<file path="config.mk">
export PLATFORM = sky130hd
export DESIGN_NAME = load_store_unit
export DESIGN_NICKNAME = d
export VERILOG_FILES = /design/src/rtl/lsu_pkg.sv /design/src/rtl/lsu_load_align.sv /design/src/rtl/load_store_unit.sv
export SDC_FILE = /design/constraint.sdc
export NUM_CORES = 1
export LEC_CHECK = 0
export ABC_AREA = 1
export ABC_CLOCK_PERIOD_IN_PS = 2000
export CAP_MARGIN = 20
export CORE_MARGIN = 10
export CORE_UTILIZATION = 35
export CTS_BUF_LIST = sky130_fd_sc_hd__clkbuf_4
export DETAILED_ROUTE_END_ITERATION = 10
export HOLD_SLACK_MARGIN = 0.06
export PLACE_DENSITY_LB_ADDON = 0.25
export SLEW_MARGIN = 10
export SYNTH_ARGS = -nofsm -noshare
export SYNTH_HDL_FRONTEND = slang
export SYNTH_SLANG_ARGS = --single-unit
</file>
<file path="constraint.sdc">
create_clock -name clk -period 2 [get_ports clk]
set_input_delay 0.4 -clock clk [delete_from_list [all_inputs] [get_ports clk]]
set_output_delay 0.4 -clock clk [all_outputs]
set_load 0.02 [all_outputs]
</file>
<file path="src/rtl/lsu_pkg.sv">
// -----------------------------------------------------------------------------
// lsu_pkg
// Shared definitions for the RV32I load/store unit:
//   - funct3 width/sign codes for loads and stores
//   - 2-bit FSM state encoding (IDLE=0, ACCESS=1, LOAD_WAIT=2, RESP=3)
//   - helper that flags funct3 codes with no RV32I meaning
// -----------------------------------------------------------------------------
package lsu_pkg;

  localparam logic [2:0] F3_B  = 3'b000;
  localparam logic [2:0] F3_H  = 3'b001;
  localparam logic [2:0] F3_W  = 3'b010;
  localparam logic [2:0] F3_BU = 3'b100;
  localparam logic [2:0] F3_HU = 3'b101;

  typedef enum logic [1:0] {
    IDLE      = 2'd0,
    ACCESS    = 2'd1,
    LOAD_WAIT = 2'd2,
    RESP      = 2'd3
  } lsu_state_t;

  // Stores only have B/H/W; loads additionally have the unsigned BU/HU forms.
  function automatic logic f3_illegal(input logic store, input logic [2:0] f3);
    logic bad;
    if (store) begin
      bad = !((f3 == F3_B) || (f3 == F3_H) || (f3 == F3_W));
    end else begin
      bad = (f3 == 3'b011) || (f3 == 3'b110) || (f3 == 3'b111);
    end
    return bad;
  endfunction

endpackage

</file>
<file path="src/rtl/lsu_load_align.sv">
// -----------------------------------------------------------------------------
// lsu_load_align
// Combinational extract-and-extend of load data from a 32-bit RAM word.
// Ports:
//   i_word   [31:0] : aligned word returned by memory
//   i_off    [1:0]  : byte offset of the access inside the word
//   i_funct3 [2:0]  : RV32I load width/sign code
//   o_data   [31:0] : sign- or zero-extended load result
// -----------------------------------------------------------------------------
module lsu_load_align
  import lsu_pkg::*;
(
  input  logic [31:0] i_word,
  input  logic [1:0]  i_off,
  input  logic [2:0]  i_funct3,
  output logic [31:0] o_data
);

  logic [7:0]  w_byte;
  logic [15:0] w_half;

  always_comb begin
    w_byte = 8'h00;
    case (i_off)
      2'd0:    w_byte = i_word[7:0];
      2'd1:    w_byte = i_word[15:8];
      2'd2:    w_byte = i_word[23:16];
      default: w_byte = i_word[31:24];
    endcase
    w_half = i_off[1] ? i_word[31:16] : i_word[15:0];

    o_data = 32'h0;
    case (i_funct3)
      F3_B:    o_data = {{24{w_byte[7]}}, w_byte};
      F3_BU:   o_data = {24'h0, w_byte};
      F3_H:    o_data = {{16{w_half[15]}}, w_half};
      F3_HU:   o_data = {16'h0, w_half};
      F3_W:    o_data = i_word;
      default: o_data = 32'h0;
    endcase
  end

endmodule

</file>
<file path="src/rtl/load_store_unit.sv">
// -----------------------------------------------------------------------------
// load_store_unit
// RV32I load/store engine between the execute stage and a word-wide,
// one-cycle-latency RAM. One request at a time over valid/ready; each request
// produces exactly one single-cycle response pulse.
//
// Optional feature: define LSU_MISALIGN_CHECK_EN to flag misaligned H/HU/W
// accesses as errors. Without it, the halfword offset is forced to addr[1],
// the word offset to 0, and the access proceeds.
//
// Ports:
//   clk, reset_n              : clock, asynchronous active-low reset
//   req_valid/req_ready       : request handshake (ready only in IDLE)
//   req_store, req_funct3     : operation and width/sign code
//   req_addr, req_wdata       : byte address and low-aligned store data
//   rsp_valid/rsp_rdata/rsp_err : one-cycle response, formatted data, error
//   mem_addr, mem_rstrb       : word address and read strobe to RAM
//   mem_rdata                 : RAM read data (valid the cycle after rstrb)
//   mem_wdata, mem_wmask      : lane-replicated store data and byte enables
// -----------------------------------------------------------------------------
module load_store_unit
  import lsu_pkg::*;
#(
  parameter int ADDR_W = 32
) (
  input  logic              clk,
  input  logic              reset_n,
  input  logic              req_valid,
  output logic              req_ready,
  input  logic              req_store,
  input  logic [2:0]        req_funct3,
  input  logic [ADDR_W-1:0] req_addr,
  input  logic [31:0]       req_wdata,
  output logic              rsp_valid,
  output logic [31:0]       rsp_rdata,
  output logic              rsp_err,
  output logic [ADDR_W-1:0] mem_addr,
  output logic              mem_rstrb,
  input  logic [31:0]       mem_rdata,
  output logic [31:0]       mem_wdata,
  output logic [3:0]        mem_wmask
);

`ifdef LSU_MISALIGN_CHECK_EN
  function automatic logic misaligned(input logic [2:0] f3, input logic [1:0] off);
    logic bad;
    case (f3)
      F3_H, F3_HU: bad = off[0];
      F3_W:        bad = (off != 2'b00);
      default:     bad = 1'b0;
    endcase
    return bad;
  endfunction
`endif

  // Byte offset actually used for the lanes. Halfwords can only sit on
  // addr[1] and words on lane 0; this also defines the unchecked behaviour.
  function automatic logic [1:0] lane_off(input logic [2:0] f3, input logic [1:0] off);
    logic [1:0] o;
    case (f3)
      F3_H, F3_HU: o = {off[1], 1'b0};
      F3_W:        o = 2'b00;
      default:     o = off;
    endcase
    return o;
  endfunction

  lsu_state_t        r_state;
  lsu_state_t        w_next;

  logic              r_store;
  logic [2:0]        r_f3;
  logic [1:0]        r_off;
  logic [31:0]       r_wdata;
  logic [ADDR_W-1:0] r_mem_addr;
  logic [31:0]       r_rsp_rdata;
  logic              r_rsp_err;

  logic              w_accept;
  logic              w_req_err;
  logic [31:0]       w_load_data;

  assign w_accept = (r_state == IDLE) && req_valid;

`ifdef LSU_MISALIGN_CHECK_EN
  assign w_req_err = f3_illegal(req_store, req_funct3) ||
                     misaligned(req_funct3, req_addr[1:0]);
`else
  assign w_req_err = f3_illegal(req_store, req_funct3);
`endif

  lsu_load_align u_align (
    .i_word   (mem_rdata),
    .i_off    (r_off),
    .i_funct3 (r_f3),
    .o_data   (w_load_data)
  );

  // State register
  always_ff @(posedge clk or negedge reset_n) begin
    if (!reset_n) begin
      r_state <= IDLE;
    end else begin
      r_state <= w_next;
    end
  end

  // Next state and memory/handshake outputs
  always_comb begin
    w_next    = r_state;
    req_ready = 1'b0;
    mem_rstrb = 1'b0;
    mem_wmask = 4'b0000;
    case (r_state)
      IDLE: begin
        req_ready = 1'b1;
        if (req_valid) begin
          w_next = w_req_err ? RESP : ACCESS;
        end
      end
      ACCESS: begin
        if (r_store) begin
          case (r_f3)
            F3_B:    mem_wmask = 4'b0001 << r_off;
            F3_H:    mem_wmask = r_off[1] ? 4'b1100 : 4'b0011;
            F3_W:    mem_wmask = 4'b1111;
            default: mem_wmask = 4'b0000;
          endcase
          w_next = RESP;
        end else begin
          mem_rstrb = 1'b1;
          w_next    = LOAD_WAIT;
        end
      end
      LOAD_WAIT: w_next = RESP;
      RESP:      w_next = IDLE;
      default:   w_next = IDLE;
    endcase
  end

  // Store data is replicated across lanes so the mask alone selects the bytes.
  always_comb begin
    case (r_f3)
      F3_B:    mem_wdata = {4{r_wdata[7:0]}};
      F3_H:    mem_wdata = {2{r_wdata[15:0]}};
      default: mem_wdata = r_wdata;
    endcase
  end

  // Request latch and response registers
  always_ff @(posedge clk or negedge reset_n) begin
    if (!reset_n) begin
      r_store     <= 1'b0;
      r_f3        <= 3'b000;
      r_off       <= 2'b00;
      r_wdata     <= 32'h0;
      r_mem_addr  <= '0;
      r_rsp_rdata <= 32'h0;
      r_rsp_err   <= 1'b0;
    end else begin
      if (w_accept) begin
        r_store     <= req_store;
        r_f3        <= req_funct3;
        r_off       <= lane_off(req_funct3, req_addr[1:0]);
        r_wdata     <= req_wdata;
        r_rsp_rdata <= 32'h0;
        r_rsp_err   <= w_req_err;
        // Rejected requests never touch memory, so the address stays put.
        if (!w_req_err) begin
          r_mem_addr <= {req_addr[ADDR_W-1:2], 2'b00};
        end
      end
      if (r_state == LOAD_WAIT) begin
        r_rsp_rdata <= w_load_data;
      end
    end
  end

  assign rsp_valid = (r_state == RESP);
  assign rsp_rdata = r_rsp_rdata;
  assign rsp_err   = r_rsp_err;
  assign mem_addr  = r_mem_addr;

endmodule

</file>
Word-level counts from Yosys, hierarchy flattened --
Cells that the tools add are included.
Cells by class: reductions and logical operators 13, bitwise gates (word level) 1, muxes and demuxes 19, equality and inequality tests 16, shifts and indexed selects 1
Operator list (number):
- $pmux 32 s5 | 1
- $mux 32 | 2
- $pmux 32 s2 | 1
- $pmux 8 s3 | 1
- $mux 16 | 1
- $eq 3x3->1 const B | 5
- $mux 4 | 3
- $pmux 4 s3 | 1
- $eq 3x2->1 const B | 3
- $pmux 2 s4 | 1
- $eq 2x2->1 const B | 3
- $eq 3x1->1 const B | 2
- $logic_not 3->1 | 2
- $mux 1 | 5
- $eq 2x1->1 const B | 2
- $logic_not 2->1 | 2
- $logic_or 1x1->1 | 4
- $mux 2 | 2
- $pmux 2 s2 | 1
- $shl 1x2->4 const A | 1
- $ne 2x2->1 const B | 1
- $reduce_and 2->1 | 1
- $reduce_bool 2->1 | 1
- $reduce_or 2->1 | 1
- other kinds (3) | 3
Storage, ports and cells: input bits 103, bits in registers 103, output and inout bits 104

Longest topological paths before layout --
Gate-level depths: netlist of the first run.
depth in word-level cells 8, depth in mapped cells 10, gate-level depth less buffers 9

By module --
From an unflattened synthesis of the first run, not the netlist that was laid out.
Second synthesis, totals: cell total of the unflattened synthesis 779, area total of the unflattened synthesis 5763.0 um2
Modules (own cells, without submodules):
- load_store_unit | area an instance 4611.9 um2, instances 1, sequential area each 2577.5 um2, cells an instance 572
- lsu_load_align | area an instance 1151.1 um2, instances 1, sequential area each 0.0 um2, cells an instance 207

Least setup slack after synthesis of the first run --
Ideal clock, no wire load.
kind flip-flop to output port, from reg r_f3[2], to out mem_wdata[22], arrival time 1.558 ns, stages on the path, launching flop included 5, required time 1.600 ns, slack 0.042 ns, cells stage by stage dfrtp_1 > nor2_1 > inv_1 > clkbuf_1 > o21ai_0
Between the ends: cells in the longest elaborated chain, start to end 2, elaborated cells on any way between the ends 3, classes of those cells eq/ne (1); mux (1); reduce/logical (1)
RTL lines:
- start: declaration | line load_store_unit.sv:72 | logic [2:0] r_f3;
- start signal: assignment | line load_store_unit.sv:163 | r_f3 <= req_funct3;
- $eq 3x1->1 or $logic_not 3->1 (tied branches) | line load_store_unit.sv:143 | case (r_f3)
- $pmux 32 s2 (*) | line load_store_unit.sv:143
- end: declaration | line load_store_unit.sv:40 | output logic [31:0] mem_wdata,
Every way passes the cells marked *; elsewhere a longest branch is shown, timed or not.

Worst setup path after layout of the first run --
from reg r_f3[0], to out mem_wmask[2]
Between the ends: cells in the longest elaborated chain, start to end 4, elaborated cells on any way between the ends 6, classes of those cells eq/ne (2); mux (3); reduce/logical (1)
RTL lines:
- $eq 3x2->1, or another cell as far along | line load_store_unit.sv:123 | case (r_f3)
- $pmux 4 s3 (*) | line load_store_unit.sv:123
- $mux 4 (*) | line load_store_unit.sv:122 | if (r_store) begin
- $mux 4 (*) | line load_store_unit.sv:114 | case (r_state)
- end: declaration | line load_store_unit.sv:41 | output logic [3:0] mem_wmask
Marks and branches as above.

==> results of run 1 <==
-- area by class of cell --
class	count	area (sq um)	share of cell area (%)
flip-flops and latches	103	2580	31.1
multi-input cells	576	2520	30.3
repair buffers	257	2500	30.1
inverters	90	350	4.21
well taps	211	264	3.17
clock buffers	9	67.6	0.812
clock inverters	5	27.5	0.331
diodes	1	2.50	0.0301
-- through the flow --
step	util (%)	worst slack, ns	power [mW]	hold slack (ns)
floorplan	-	0.0422	7.91	0.104
global placement	51.6	-0.137	11.4	0.461
detailed placement	51.6	-0.171	11.5	0.464
CTS	53.3	-0.220	12.7	0.402
global route	54.3	-0.342	14.2	0.405
finish	54.3	-0.203	13.1	0.443
-- critical path, delay by kind of cell, from the launching register on --
kind / cells / cell delay [ns]
AND/OR/NAND/NOR: 5 / 0.46
buffers and inverters: 4 / 0.36
flip-flops: 1 / 0.51
-- state kept, by name (all words and copies together) (netlist names) --
signal	cells
r_wdata	32
rsp_rdata	32
mem_addr	30
r_f3	3
r_off	2
r_state	2
r_store	1
rsp_err	1
-- placed cells by master, fill, tap and decap left out, types with 8 or more instances in the layout --
| master | count |
|---|---|
| inv_1 | 73 |
| dfrtp_1 | 99 |
| nand3_1 | 21 |
| o21ai_0 | 42 |
| buf_6 | 15 |
| inv_2 | 12 |
| nand2_1 | 445 |
| clkbuf_4 | 9 |
| clkdlybuf4s50_1 | 172 |
| buf_4 | 56 |
| a21oi_1 | 8 |
| nor2_1 | 9 |
-- power groups by stage --
stage	clock (mW)	sequential, mW	combinational, mW
finish	0.925	3.49	8.65
floorplan	0	3.98	3.93
global placement	0	3.47	7.98
global route	1.05	3.60	9.51
detailed placement	0	3.47	8.05
CTS	0.972	3.47	8.30
-- cell families after synthesis --
| logic type | count (synthesis) |
|---|---|
| compound gates | 72 |
| fa+ha+maj | 4 |
| other cells | 1 |
| simple gates | 497 |
| flops | 103 |
| buf+inv | 134 |
-- worst max-delay path by stage --
stage | endpoint | slack [ns]
after global placement | mem_wdata[10] | -0.14
final | mem_wmask[2] | -0.20
after global routing | mem_wmask[2] | -0.34
after detailed placement | mem_wdata[8] | -0.17
after floorplan | mem_wdata[22] | 0.04
after CTS | mem_wdata[10] | -0.22
-- metal layers --
metal / wire length, um / track usage (%)
met1: 8360 / 22.1
met2: 8760 / 27.9
met3: 1650 / 5.99
met4: 312 / 5.81
met5: 0 / 0
-- repair_timing --
action / in CTS / in global routing
hold buffers: 1 / 0
endpoints found under the hold margin: 103 / 0
pin swaps: 8 / 9
setup buffers: 11 / 3
resized for setup: 179 / 56
setup endpoints to repair: 31 / 31
gates cloned: 2 / 0
==> reports/summary.txt, run 1 <==
Endpoints failing hold: 0
P per Cell Area: 1570 nW/um^2
Layout filler cell count: 1497
Starting density of the core: 36.0%
Crit path DAT: 1.80 ns
First-pass GRT wire length: 30500 um
Worst path required time: 1.60 ns
Status: finished with violations
Post-DP HPWL: 14000 um
CP Launch Type: flip-flop
Top post-synthesis cells by area: dfrtp_1 (47%), nand2_1 (31%), inv_1 (5.7%)
Reg2reg setup slack: 0.21 ns
Cell mode on critical path: buf_6
Chip height: 145 um
Synthesized instance count: 811
Sink Count: 103
Final Cell Area: 8320 sq um
Sequential share of power: 26.7%
Via count: 5672
Distinct cells, synth: 23
Depth of the most critical reg-to-reg path: 10
Setup CP Type: flip-flop to primary output
Final net count: 1144
Hold endpoint: mem_addr[2]
Hold/Removal Path Class: input pin to flip-flop
Layout cell share with drive strength beyond 1: 14.2%
Largest net degree at the start of global routing: 104
Reg-to-Reg Start: r_f3[2]
Max incr delay on CP: 0.51 ns
TritonRoute pass-1 iters: 7
Average size of a mapped cell: 6.79 sq um
#FFs+latches synth: 103
Xor-xnor portion of the synthesized cell area: 0%
Placed insts: 1220
WHS Path Cells: 3
RSZ-0062 raised after global routing: true
Crit path from: r_f3[0]
Avg Vias per Cell: 4.53
Mux share of post-synthesis cell area: 0%
Wirelength per Cell: 15.2 um
Cell Area, Placed: 7910 sq um
Largest family of logic cells by synthesized area: simple AND/OR/NAND/NOR gates
Crit-path cells: nor2_4 > nand2_4 > inv_2 > buf_6 > nand3_2 > nand2_2 > nand2_1 > inv_1 > buf_6
CTS H-Tree Depth: 3
Vias in the first global route: 5643
Clock transition at path regs: 0.15 ns
Initial drt markers: 321
TritonCTS Buffers: 9
Top-count cell post-synth: nand2_1
Fin crit share: 110%
GP Congestion: 0.891
FP Rows: 45
Final non-filler cell total: 1252
Slew of the pin with the lowest slew margin: 0.614 ns
IO Port Bufs: 204
Synth Area in Compound Gates: 6.81%
Total Routing Usage GR: 17.7%
IO Count: 207
Post-synth EDFFs: 0
Switching Power: 6.16 mW
F_max: 0.454 GHz
Post-Synth Adder-Cell Area: 0.908%
Setup-failing EPs final: 28
Clock network power share: 7.1%
Post-synthesis simple-gate area fraction: 34.8%
Antenna viol nets, final: 0
Slew headroom: 59.1%
Syn. warnings: 0
CP max stage cell: dfrtp_2
Switching share of total power: 47.2%
Cell Area, Synth: 5510 sq um
Logic pwr share: 66.2%
Reg2reg end: rsp_rdata[30]
Slew Limit Fails: 0
Leak Pwr: 4.41 nW
Width of the die: 145 um
Int Power: 6.90 mW
Worst-Skew Late Latency: 0.47 ns
Ys flop type: dfrtp_1
TNS Setup: -2.81 ns
Remaining DRCs: 0
Synth top cells by count: nand2_1 (454), dfrtp_1 (103), inv_1 (84)
Register area share after synthesis: 46.8%
Largest area contributor in the netlist: dfrtp_1
Hold Path Origin: req_addr[2]
Area of the core: 15300 sq um
FFs w/ async S/R, synth: 100%
Layout Skew: 0.00802 ns
Max-cap violation count: 0
Gr ovfl total: 0
Final wirelength: 19100 um
CTS max path bufs: 2
CP Max Fanout: 5
Crit path time final: 2.20 ns
Full die area: 21200 sq um
CTS tree: built
Setup ws final: -0.203 ns
Layout Area Growth over Synthesis: 50.9%
Max VDD drop: 0.871 mV
Setup crit end kind: primary output
Root Buffer: clkbuf_4
Area share of the largest cell type after synthesis: 46.8%
Initial antenna violation count: 1
Violated checks: negative setup slack
No activity file was read; power rests on OpenSTA's default activity.
==> run 2, diff against run 1 <==
--- a/config.mk
+++ b/config.mk
@@ -6,14 +6,16 @@
 export NUM_CORES = 1
 export LEC_CHECK = 0
 export ABC_AREA = 1
-export ABC_CLOCK_PERIOD_IN_PS = 2000
+export ABC_CLOCK_PERIOD_IN_PS = 2100
 export CAP_MARGIN = 20
 export CORE_MARGIN = 10
 export CORE_UTILIZATION = 35
 export CTS_BUF_LIST = sky130_fd_sc_hd__clkbuf_4
 export DETAILED_ROUTE_END_ITERATION = 10
+export GPL_TIMING_DRIVEN = 0
 export HOLD_SLACK_MARGIN = 0.06
 export PLACE_DENSITY_LB_ADDON = 0.25
+export RECOVER_POWER = 50
 export SLEW_MARGIN = 10
 export SYNTH_ARGS = -nofsm -noshare
 export SYNTH_HDL_FRONTEND = slang
==> constraint.sdc (replaced) <==
create_clock -name clk -period 2.1 [get_ports clk]
set_input_delay 0.42 -clock clk [delete_from_list [all_inputs] [get_ports clk]]
set_output_delay 0.42 -clock clk [all_outputs]
set_load 0.02 [all_outputs]
==> reports/summary.txt, run 2 (same netlist as run 1, synthesis figures left out) <==
IO Port Bufs: 204 (unchanged)
Layout Area Growth over Synthesis: 50.9% (about the same)
CTS tree: built (unchanged)
Total Routing Usage GR: 17.8% (was 17.7%)
Sink Count: 103 (unchanged)
IO Count: 207 (unchanged)
First-pass GRT wire length: 30300 um (was 30500 um)
Final Cell Area: 8320 sq um (about the same)
P per Cell Area: 1500 nW/um^2 (was 1570 nW/um^2)
Hold slack: 0.434 ns (was 0.443 ns)
Width of the die: 145 um (unchanged)
Slew of the pin with the lowest slew margin: 1.18 ns (was 0.614 ns)
Worst-Skew Late Latency: 0.49 ns (was 0.47 ns)
Cell Area, Placed: 7850 sq um (was 7910 sq um)
Antenna viol nets, final: 0 (unchanged)
Hold Path Origin: req_wdata[24] (was req_addr[2])
Chip height: 145 um (unchanged)
RSZ-0062 raised after global routing: true (unchanged)
Max-cap violation count: 0 (unchanged)
Hold/Removal Path Class: input pin to flip-flop (unchanged)
Initial drt markers: 450 (was 321)
Depth of the most critical reg-to-reg path: 8 (was 10)
Layout filler cell count: 1537 (was 1497)
Worst path required time: 1.68 ns (was 1.60 ns)
Logic pwr share: 66.0% (was 66.2%)
Final net count: 1154 (was 1144)
Register area: 2580 sq um (about the same)
TritonCTS Buffers: 9 (unchanged)
Vias in the first global route: 5534 (was 5643)
Gr ovfl total: 0 (unchanged)
Reg2reg setup slack: -0.01 ns (was 0.21 ns)
Layout Skew: 0.0188 ns (was 0.00802 ns)
Crit path DAT: 1.82 ns (was 1.80 ns)
Sequential share of power: 26.4% (was 26.7%)
Hold endpoint: r_wdata[24] (was mem_addr[2])
Multi-input logic area: 2530 sq um (was 2520 sq um)
Layout cell share with drive strength beyond 1: 13.9% (was 14.2%)
Max VDD drop: 0.795 mV (was 0.871 mV)
CP Max Fanout: 4 (was 5)
Status: finished with violations (unchanged)
Final non-filler cell total: 1264 (was 1252)
Wirelength per Cell: 15.5 um (was 15.2 um)
Clock transition at path regs: 0.17 ns (was 0.15 ns)
Full die area: 21200 sq um (unchanged)
Avg Vias per Cell: 4.54 (was 4.53)
Area of the core: 15300 sq um (unchanged)
CTS max path bufs: 2 (unchanged)
Initial antenna violation count: 1 (unchanged)
Int Power: 6.46 mW (was 6.90 mW)
Post-DP HPWL: 14700 um (was 14000 um)
GP Congestion: 0.897 (was 0.891)
Setup ws final: -0.140 ns (was -0.203 ns)
Slew Limit Fails: 0 (unchanged)
Commonest non-fill, non-tap cell in the layout: nand2_1 (unchanged)
Switching share of total power: 48.3% (was 47.2%)
Starting density of the core: 36.0% (unchanged)
Switching Power: 6.03 mW (was 6.16 mW)
Violated checks: negative setup slack (unchanged)
Reg-to-Reg Start: r_state[1] (was r_f3[2])
Setup-failing EPs final: 48 (was 28)
Reg2reg end: rsp_rdata[31] (was rsp_rdata[30])
Largest net degree at the start of global routing: 58 (was 104)
FP Rows: 45 (unchanged)
Slew headroom: 21.1% (was 59.1%)
Commonest non-fill, non-tap cells in the layout: nand2_1 (448), clkdlybuf4s50_1 (146), dfrtp_1 (100) (was nand2_1 (445), clkdlybuf4s50_1 (172), dfrtp_1 (99))
Endpoints failing hold: 0 (unchanged)
Setup CP Type: flip-flop to primary output (unchanged)
Setup crit end kind: primary output (unchanged)
Final wirelength: 19600 um (was 19100 um)
Placed insts: 1228 (was 1220)
F_max: 0.447 GHz
Root Buffer: clkbuf_4 (unchanged)
Leak Pwr: 4.49 nW (was 4.41 nW)
WHS Path Cells: 3 (unchanged)
Fin crit share: 107%
Total power: 12.5 mW (was 13.1 mW)
Remaining DRCs: 0 (unchanged)
Crit path time final: 2.24 ns
Via count: 5744 (was 5672)
CTS H-Tree Depth: 3 (unchanged)
CP Launch Type: flip-flop (unchanged)
TritonRoute pass-1 iters: 6 (was 7)
Clock network power share: 7.6% (was 7.1%)
## run 2: cell type report
type | instances | area share, %
multi-input combinational | 576 | 30.5
buffer | 42 | 3.36
timing repair buffer | 225 | 26.4
clock buffer | 10 | 0.903
tap | 211 | 3.17
antenna | 1 | 0.0301
sequential | 103 | 31.0
inverter | 90 | 4.21
clock inverter | 6 | 0.436
## run 2: repair_timing
action | in CTS | in global routing
resized for setup | 257 | 20
pin swaps | 12 | 3
cloned | 2 | 0
endpoints found under the setup margin | 61 | 97
endpoints found under the hold margin | 46 | 0
setup buffers | 15 | 3
hold buffers | 1 | 0
## run 2: through the flow
step                setup slack (ns)  utilization, %  TNS [ns]
global placement               -3.47            51.1   -377.85
finish                        -0.140            54.3     -2.92
global route                  -0.227            54.3    -12.76
floorplan                      0.122               -         0
CTS                           -0.163            54.0     -3.02
detailed placement            -0.728            51.2    -21.13
## run 2: per-layer routing
metal,GRT usage [%],share of wire [%],up-vias
met5,0,0,-
met3,6.86,8.9,32
met1,22.0,43,2611
met2,27.2,45,198
li1,-,-,2903
met4,7.53,2.8,0
## run 2: power groups by stage
stage                     clock (mW)  sequential, mW  combinational (mW)
after CTS                      0.981            3.30                8.21
after detailed placement           0            3.30                7.51
final                          0.953            3.29                8.24
after floorplan                    0            3.79                3.74
after global routing            1.05            3.40                8.99
after global placement             0            3.29                7.45
## run 2: worst max path at each step
stage / from / end / slack, ns / cells after the start
after global routing: r_f3[1] / mem_wdata[10] / -0.23 / 8
after detailed placement: r_f3[2] / mem_wdata[23] / -0.73 / 5
after CTS: r_f3[1] / mem_wdata[12] / -0.16 / 8
after global placement: reset_n / rsp_rdata[26] / -3.47 / 1
after floorplan: r_f3[2] / mem_wdata[22] / 0.12 / 4
final: r_f3[0] / mem_wmask[3] / -0.14 / 9
## run 2: critical path, cell delays in order, from the launching register on
cell     delay (ns)
dfrtp_2        0.51
nor2_4         0.17
nand2_4        0.10
buf_6          0.14
nand2_4        0.05
nand3_2        0.06
inv_2          0.07
nand2_1        0.05
inv_1          0.06
buf_6          0.12
==> run 3, diff against run 2 <==
--- a/config.mk
+++ b/config.mk
@@ -7,7 +7,6 @@
 export LEC_CHECK = 0
 export ABC_AREA = 1
 export ABC_CLOCK_PERIOD_IN_PS = 2100
-export CAP_MARGIN = 20
 export CORE_MARGIN = 10
 export CORE_UTILIZATION = 35
 export CTS_BUF_LIST = sky130_fd_sc_hd__clkbuf_4
@@ -16,7 +15,7 @@
 export HOLD_SLACK_MARGIN = 0.06
 export PLACE_DENSITY_LB_ADDON = 0.25
 export RECOVER_POWER = 50
-export SLEW_MARGIN = 10
+export SLEW_MARGIN = 20
 export SYNTH_ARGS = -nofsm -noshare
 export SYNTH_HDL_FRONTEND = slang
 export SYNTH_SLANG_ARGS = --single-unit
==> results of run 3 <==
Same layout as run 2: the final DEF is identical, and so are final timing and power.
